## src/rtl/skinny_sbox_hpc2_lanes_if.sv

```systemverilog
`default_nettype none
// ============================================================================
// Module      : skinny_sbox_hpc2_lanes_if
// Description : Handshake/data bundle between the masked state register,
//               the masked SKINNY-64 S-box array and the linear layer.
// Revision    : 1.0 - initial release
// ============================================================================
interface skinny_sbox_hpc2_lanes_if #(
  parameter int ORDER = 1,
  parameter int LANES = 16
) ();
  localparam int SHARES = ORDER + 1;
  localparam int RND_W  = LANES * 4 * ORDER * (ORDER + 1) / 2;
  localparam int DW     = 4 * LANES * SHARES;

  logic          in_valid;
  logic          in_ready;
  logic [DW-1:0] X_s;
  logic [RND_W-1:0] Fresh;
  logic          out_valid;
  logic          out_ready;
  logic [DW-1:0] Y_s;
  logic [2:0]    occupancy;

  // Producer / consumer side (round core, testbench)
  modport master (
    output in_valid, X_s, Fresh, out_ready,
    input  in_ready, out_valid, Y_s, occupancy
  );

  // S-box array side
  modport slave (
    input  in_valid, X_s, Fresh, out_ready,
    output in_ready, out_valid, Y_s, occupancy
  );
endinterface
`default_nettype wire

```

## src/rtl/skinny_sbox_hpc2_lanes.sv

```systemverilog
`default_nettype none
// ============================================================================
// Module      : skinny_sbox_hpc2_lanes
// Description : LANES parallel masked SKINNY-64 S-boxes built from HPC2 AND
//               gadgets at arbitrary order. Five enable-gated pipeline
//               stages, valid/ready handshake, global stall on back-pressure.
// Revision    : 1.0 - initial release
// ============================================================================

// ----------------------------------------------------------------------------
// HPC2 AND gadget: one register stage inside, output is a share-local XOR of
// registered terms. Every internal register holds when en_i is low.
// ----------------------------------------------------------------------------
module skinny_hpc2_and #(
  parameter int SHARES = 2,
  parameter int PAIRS  = SHARES * (SHARES - 1) / 2
) (
  input  wire logic              clk,
  input  wire logic              en_i,
  input  wire logic [SHARES-1:0] a_i,
  input  wire logic [SHARES-1:0] b_i,
  input  wire logic [PAIRS-1:0]  r_i,
  output logic      [SHARES-1:0] c_o
);
  // Index of the shared random bit r_ij = r_ji in the (i<j) enumeration
  function automatic int pair_idx(input int i, input int j);
    int lo;
    int hi;
    lo = (i < j) ? i : j;
    hi = (i < j) ? j : i;
    return lo * SHARES - (lo * (lo + 1)) / 2 + (hi - lo - 1);
  endfunction

  logic [SHARES-1:0][SHARES-1:0] term;

  for (genvar i = 0; i < SHARES; i++) begin : g_row
    logic a_q;

    // a_i delayed so it meets the registered (b_j ^ r_ij) after the barrier
    always_ff @(posedge clk) begin
      if (en_i) a_q <= a_i[i];
    end

    for (genvar j = 0; j < SHARES; j++) begin : g_col
      if (i == j) begin : g_diag
        logic ab_q;

        // Own-share product, registered
        always_ff @(posedge clk) begin
          if (en_i) ab_q <= a_i[i] & b_i[j];
        end

        assign term[i][j] = ab_q;
      end else begin : g_cross
        localparam int P = pair_idx(i, j);
        logic u_q;
        logic w_q;

        // Cross-domain terms masked by r_ij before the register barrier
        always_ff @(posedge clk) begin
          if (en_i) begin
            u_q <= ~a_i[i] & r_i[P];
            w_q <= b_i[j] ^ r_i[P];
          end
        end

        assign term[i][j] = u_q ^ (a_q & w_q);
      end
    end

    assign c_o[i] = ^term[i];
  end
endmodule

// ----------------------------------------------------------------------------
// S-box array. Per lane with x = {a,b,c,d} (MSB first):
//   t3 = d ^ NOR(a,b)     t2 = a ^ NOR(b,c)          (AND layer 1)
//   t1 = b ^ NOR(c,t3)    t0 = c ^ NOR(t3,t2)        (AND layer 2)
//   y  = {t3, t2, t1, t0}
// NOR(p,q) = AND(~p,~q); masked NOT flips share 0 only.
// ----------------------------------------------------------------------------
module skinny_sbox_hpc2_lanes #(
  parameter int ORDER = 1,
  parameter int LANES = 16
) (
  input  wire logic               clk,
  input  wire logic               rst,
  skinny_sbox_hpc2_lanes_if.slave sbox_if
);
  localparam int SHARES = ORDER + 1;
  localparam int PAIRS  = ORDER * (ORDER + 1) / 2;
  localparam int RND_W  = LANES * 4 * PAIRS;
  localparam int DW     = 4 * LANES * SHARES;
  localparam logic [SHARES-1:0] NOT_MASK = SHARES'(1);

  logic          en;
  logic          in_hs;
  logic          out_hs;
  logic [4:0]    v_q, v_d;
  logic [2:0]    occ_q, occ_d;
  logic [DW-1:0] y_d, y_q;

  assign en     = ~v_q[4] | sbox_if.out_ready;
  assign in_hs  = sbox_if.in_valid & en;
  assign out_hs = v_q[4] & sbox_if.out_ready;

  assign sbox_if.in_ready  = en;
  assign sbox_if.out_valid = v_q[4];
  assign sbox_if.Y_s       = y_q;
  assign sbox_if.occupancy = occ_q;

  // Valid chain and in-flight counter next-state
  always_comb begin
    v_d   = v_q;
    occ_d = occ_q;
    if (en) v_d = {v_q[3:0], in_hs};
    case ({in_hs, out_hs})
      2'b10:   occ_d = occ_q + 3'd1;
      2'b01:   occ_d = occ_q - 3'd1;
      default: occ_d = occ_q;
    endcase
  end

  // Control state; reset discards everything in flight
  always_ff @(posedge clk) begin
    if (rst) begin
      v_q   <= '0;
      occ_q <= '0;
    end else begin
      v_q   <= v_d;
      occ_q <= occ_d;
    end
  end

  // Output register: cleared on reset, otherwise loads the last stage on enable
  always_ff @(posedge clk) begin
    if (rst)     y_q <= '0;
    else if (en) y_q <= y_d;
  end

  for (genvar l = 0; l < LANES; l++) begin : g_lane
    logic [SHARES-1:0] a, b, c, d;
    logic [SHARES-1:0] n1, n2, n3, n4;
    logic [SHARES-1:0] s0_a_q, s0_b_q, s0_c_q, s0_d_q;
    logic [SHARES-1:0] s1_a_q, s1_b_q, s1_c_q, s1_d_q, s1_n1_q, s1_n2_q;
    logic [SHARES-1:0] s2_t3_q, s2_t2_q, s2_b_q, s2_c_q;
    logic [SHARES-1:0] s3_t3_q, s3_t2_q, s3_b_q, s3_c_q;

    for (genvar s = 0; s < SHARES; s++) begin : g_share
      assign a[s] = sbox_if.X_s[(s * LANES + l) * 4 + 3];
      assign b[s] = sbox_if.X_s[(s * LANES + l) * 4 + 2];
      assign c[s] = sbox_if.X_s[(s * LANES + l) * 4 + 1];
      assign d[s] = sbox_if.X_s[(s * LANES + l) * 4 + 0];
      assign y_d[(s * LANES + l) * 4 +: 4] =
        {s3_t3_q[s], s3_t2_q[s], s3_b_q[s] ^ n3[s], s3_c_q[s] ^ n4[s]};
    end

    skinny_hpc2_and #(.SHARES(SHARES), .PAIRS(PAIRS)) u_and0 (
      .clk(clk), .en_i(en), .a_i(a ^ NOT_MASK), .b_i(b ^ NOT_MASK),
      .r_i(sbox_if.Fresh[(l * 4 + 0) * PAIRS +: PAIRS]), .c_o(n1)
    );
    skinny_hpc2_and #(.SHARES(SHARES), .PAIRS(PAIRS)) u_and1 (
      .clk(clk), .en_i(en), .a_i(b ^ NOT_MASK), .b_i(c ^ NOT_MASK),
      .r_i(sbox_if.Fresh[(l * 4 + 1) * PAIRS +: PAIRS]), .c_o(n2)
    );
    skinny_hpc2_and #(.SHARES(SHARES), .PAIRS(PAIRS)) u_and2 (
      .clk(clk), .en_i(en), .a_i(s2_c_q ^ NOT_MASK), .b_i(s2_t3_q ^ NOT_MASK),
      .r_i(sbox_if.Fresh[(l * 4 + 2) * PAIRS +: PAIRS]), .c_o(n3)
    );
    skinny_hpc2_and #(.SHARES(SHARES), .PAIRS(PAIRS)) u_and3 (
      .clk(clk), .en_i(en), .a_i(s2_t3_q ^ NOT_MASK), .b_i(s2_t2_q ^ NOT_MASK),
      .r_i(sbox_if.Fresh[(l * 4 + 3) * PAIRS +: PAIRS]), .c_o(n4)
    );

    // Share-wise balancing registers around the gadgets; no share mixing here
    always_ff @(posedge clk) begin
      if (en) begin
        s0_a_q  <= a;
        s0_b_q  <= b;
        s0_c_q  <= c;
        s0_d_q  <= d;
        s1_a_q  <= s0_a_q;
        s1_b_q  <= s0_b_q;
        s1_c_q  <= s0_c_q;
        s1_d_q  <= s0_d_q;
        s1_n1_q <= n1;
        s1_n2_q <= n2;
        s2_t3_q <= s1_d_q ^ s1_n1_q;
        s2_t2_q <= s1_a_q ^ s1_n2_q;
        s2_b_q  <= s1_b_q;
        s2_c_q  <= s1_c_q;
        s3_t3_q <= s2_t3_q;
        s3_t2_q <= s2_t2_q;
        s3_b_q  <= s2_b_q;
        s3_c_q  <= s2_c_q;
      end
    end
  end
endmodule
`default_nettype wire

```

## src/flat_wrapper.sv

```systemverilog
// flat-port wrapper written by rule: the top's interface ports become plain ports
module skinny_sbox_hpc2_lanes_flat 
#(
  parameter int ORDER = 1,
  parameter int LANES = 16
)
  (clk, rst, sbox_if_in_valid, sbox_if_X_s, sbox_if_Fresh, sbox_if_out_ready, sbox_if_in_ready, sbox_if_out_valid, sbox_if_Y_s, sbox_if_occupancy);
  skinny_sbox_hpc2_lanes_if #(.ORDER(ORDER), .LANES(LANES)) sbox_if_i ();
  input  wire logic clk;
  input  wire logic rst;
  input wire logic [$bits(sbox_if_i.in_valid)-1:0] sbox_if_in_valid;
  input wire logic [$bits(sbox_if_i.X_s)-1:0] sbox_if_X_s;
  input wire logic [$bits(sbox_if_i.Fresh)-1:0] sbox_if_Fresh;
  input wire logic [$bits(sbox_if_i.out_ready)-1:0] sbox_if_out_ready;
  output wire logic [$bits(sbox_if_i.in_ready)-1:0] sbox_if_in_ready;
  output wire logic [$bits(sbox_if_i.out_valid)-1:0] sbox_if_out_valid;
  output wire logic [$bits(sbox_if_i.Y_s)-1:0] sbox_if_Y_s;
  output wire logic [$bits(sbox_if_i.occupancy)-1:0] sbox_if_occupancy;
  assign sbox_if_i.in_valid = sbox_if_in_valid;
  assign sbox_if_i.X_s = sbox_if_X_s;
  assign sbox_if_i.Fresh = sbox_if_Fresh;
  assign sbox_if_i.out_ready = sbox_if_out_ready;
  assign sbox_if_in_ready = sbox_if_i.in_ready;
  assign sbox_if_out_valid = sbox_if_i.out_valid;
  assign sbox_if_Y_s = sbox_if_i.Y_s;
  assign sbox_if_occupancy = sbox_if_i.occupancy;
  skinny_sbox_hpc2_lanes #(.ORDER(ORDER), .LANES(LANES)) u_core (.clk(clk), .rst(rst), .sbox_if(sbox_if_i));
endmodule
```

## config.mk

```make
export PLATFORM = sky130hd
export DESIGN_NAME = skinny_sbox_hpc2_lanes_flat
export DESIGN_NICKNAME = d
export VERILOG_FILES = /design/src/rtl/skinny_sbox_hpc2_lanes_if.sv /design/src/rtl/skinny_sbox_hpc2_lanes.sv /design/src/flat_wrapper.sv
export SDC_FILE = /design/constraint.sdc
export NUM_CORES = 2
export LEC_CHECK = 0
export ABC_CLOCK_PERIOD_IN_PS = 8300
export CORE_UTILIZATION = 59
export CTS_BUF_LIST = sky130_fd_sc_hd__clkbuf_8
export DETAILED_ROUTE_END_ITERATION = 10
export PLACE_DENSITY = 0.8
export SKIP_LAST_GASP = 1
export SYNTH_ARGS = -nofsm -noshare
export SYNTH_HDL_FRONTEND = slang
export SYNTH_SLANG_ARGS = --single-unit
```

## constraint.sdc

```tcl
create_clock -name clk -period 8.3 [get_ports clk]
set_clock_uncertainty 0.2 [all_clocks]
set_input_delay 0.83 -clock clk [delete_from_list [all_inputs] [get_ports clk]]
set_output_delay 0.83 -clock clk [all_outputs]
set_load 0.02 [all_outputs]
```

==> run metrics <==
status=complete, no violations; vias=20,158; Routed wire per std cell=17.1 um; most frequent cells in the layout=edfxtp_1, clkdlybuf4s50_1, nand2_1; initial antenna violation count=16; switching share of total power=0.235; Final Hold Viols=0; Clk Latency, worst-skew pair=0.79 ns; Slew Viols, Final=0; CP max stage cell=buf_4; Worst Max-Slew Pin Slew=1.23 ns; post-CTS setup buffer count=0; Inst Count DP=3,692; total negative slack=0 ns; RSZ-0062 raised after global routing=no; Mapped Area=42,800 um2; Yosys reg bits=1,160; DIE WIDTH=271 um; input/output buffers=328; CTS buffer count=176; # hold bufs at CTS=0; CP Launch Type=input port; CTS root buffer=clkbuf_8; Seq/Total Area, Yosys=0.782; Initial Util=0.598; Pre-antenna DRT Iters=5; Die Ht=271 um; FMAX=201 MHz; Routed WL=69,000 um; core area=71,600 um2; Die Area=73,600 um2; Vias/cell=5.01; Non-Filler Instances=4,026; Power Density=278 nW/um2; Max IR drop VDD=0.000196 V; worst min path class=flip-flop to flip-flop; Max Root-Sink Buffers=3; Cells after Synth=2,447; area share of the largest cell type after synthesis=0.718; clk sink count=1,160; post-synthesis area per instance=17.5 um2; kind of critical path=input port to primary output; post-route ant nets=0; fin crit period=4.97 ns; CP cell instances=clkdlybuf4s50_1 -> nor2b_4 -> buf_4 -> clkinv_16 -> clkdlybuf4s50_1; most used cell, CP=clkdlybuf4s50_1; area leader, netlist=edfxtp_1; remaining global-route overflow=0; I/O pin count=329; fraction of layout instances using a drive strength above 1=0.108; vias in the first global route=20,974; Comb power frac=0.124; Final HPWL DP=43,100 um; first-pass GRT wire length=109,000 um; drt initial violations=1,271; CTS tree=yes; maximum fanout along the worst path=209; final net count=3,118; buffers and inverters on the worst path=4; Tot GR Track Use=0.191; Reg power frac=0.549; commonest non-fill, non-tap cell in the layout=edfxtp_1; CTS clk-pin slew, worst paths=0.07 ns; Resized cells post-CTS=0; WP data required=7.27 ns; largest net degree at the start of global routing=210; Crit path largest cell delay=0.81 ns; synthesis warning total=0; largest cells by area after synthesis=edfxtp_1, dfxtp_1, xnor2_1; routability congestion estimate=0.790; kind of cell adding the most delay to the critical path=buffers and inverters; Clk pwr share=0.327; CP arrival=3.94 ns; Rel. slew slack=0.181; Leak Pwr=20.2 nW; R2R Setup Slk=4.04 ns; area delta synth->final=18.4%; Rows=98; DRC viols=0; max FFs per register=128; post-synth cell types=26; period utilization=0.598; Mapped Nets=2,645; setup violators final=0; max-cap viol count=0; Int Pwr=0.0108 W; CTS H-tree depth=4; nature of the critical path endpoint=primary output; sw power=0.00331 W
power groups by stage:
stage / logic (W) / clock network, W / registers (W)
floorplan: 0.000940 / 0 / 0.00789
global placement: 0.00170 / 0 / 0.00781
CTS: 0.00177 / 0.00474 / 0.00774
detailed placement: 0.00176 / 0 / 0.00785
global route: 0.00187 / 0.00499 / 0.00782
finish: 0.00174 / 0.00460 / 0.00773
final cells by class:
type,instances,area (um2)
Sequential cell,1160,33500
Fill cell,4352,20900
Multi-Input combinational cell,1178,8770
Timing Repair Buffer,339,3390
Clock buffer,203,2790
Tap cell,950,1190
Clock inverter,126,791
Inverter,65,270
Antenna cell,5,12.5
cell usage after synthesis:
| library cell | number |
|---|---|
| xor2_1 | 193 |
| fa_1 | 1 |
| mux2i_1 | 1 |
| buf_2 | 8 |
| a21oi_2 | 10 |
| xnor2_1 | 193 |
| o21ai_0 | 1 |
| edfxtp_1 | 1024 |
| buf_1 | 1 |
| buf_4 | 1 |
| buf_6 | 17 |
| nor2b_1 | 64 |
| a211oi_2 | 64 |
| a21oi_1 | 59 |
| inv_1 | 64 |
| buf_8 | 1 |
| ha_1 | 1 |
| dfxtp_1 | 136 |
| nor2_1 | 132 |
| nand2_1 | 264 |
| xnor3_1 | 64 |
| or3_1 | 1 |
| and2_1 | 129 |
| inv_6 | 1 |
| clkbuf_1 | 16 |
| nor2b_4 | 1 |
metal layers:
metal,global-route usage,wire length [um]
met5,0,123
met4,0.0707,1340
met3,0.0594,4410
met2,0.330,36100
met1,0.225,27000
metrics by stage:
step           total power [W]  area, um2  hold slack [ns]  worst slack [ns]   util
4_1_cts                 0.0143      50700            0.195              3.42  0.708
3_5_place_dp           0.00961      47100            0.205              3.13  0.658
2_1_floorplan          0.00883      42800            0.200              1.30      -
5_1_grt                 0.0147      50700            0.202              3.21  0.708
3_3_place_gp           0.00951      47100            0.200              3.28  0.658
6_report                0.0141      50700            0.210              3.33  0.708
cell families after synthesis:
| family | after synthesis | synth area share |
|---|---|---|
| XOR/XNOR | 450 | 0.113 |
| adder cells (fa/ha/maj) | 2 | 0.000760 |
| AO/OA/AOI/OAI | 134 | 0.0278 |
| flip-flops | 1160 | 0.782 |
| AND/OR/NAND/NOR | 591 | 0.0634 |
| buffers and inverters | 109 | 0.0132 |
| multiplexers | 1 | 0.000234 |
final timing paths:
check	to	start	depth (start not counted)
max	sbox_if_in_ready	sbox_if_out_ready	5
min	u_core.g_lane[7].s2_b_q[0]$_DFFE_PN_	u_core.g_lane[7].s1_b_q[0]$_DFFE_PN_	0
min reg2reg	u_core.g_lane[7].s2_b_q[0]$_DFFE_PN_	u_core.g_lane[7].s1_b_q[0]$_DFFE_PN_	0
max reg2reg	u_core.sbox_if.Y_s[9]$_SDFFE_PP0N_	u_core.v_q[4]$_SDFFE_PP0N_	7
worst register-to-register path, delay by kind of cell, from the launching register on:
kind,cells,cell delay [ns]
buffers and inverters,4,3.06
and+or+nand+nor,2,0.43
DFF,1,0.36
AOI/OAI and AO/OA,1,0.06
Note: power is estimated with default switching activity, not from simulation.
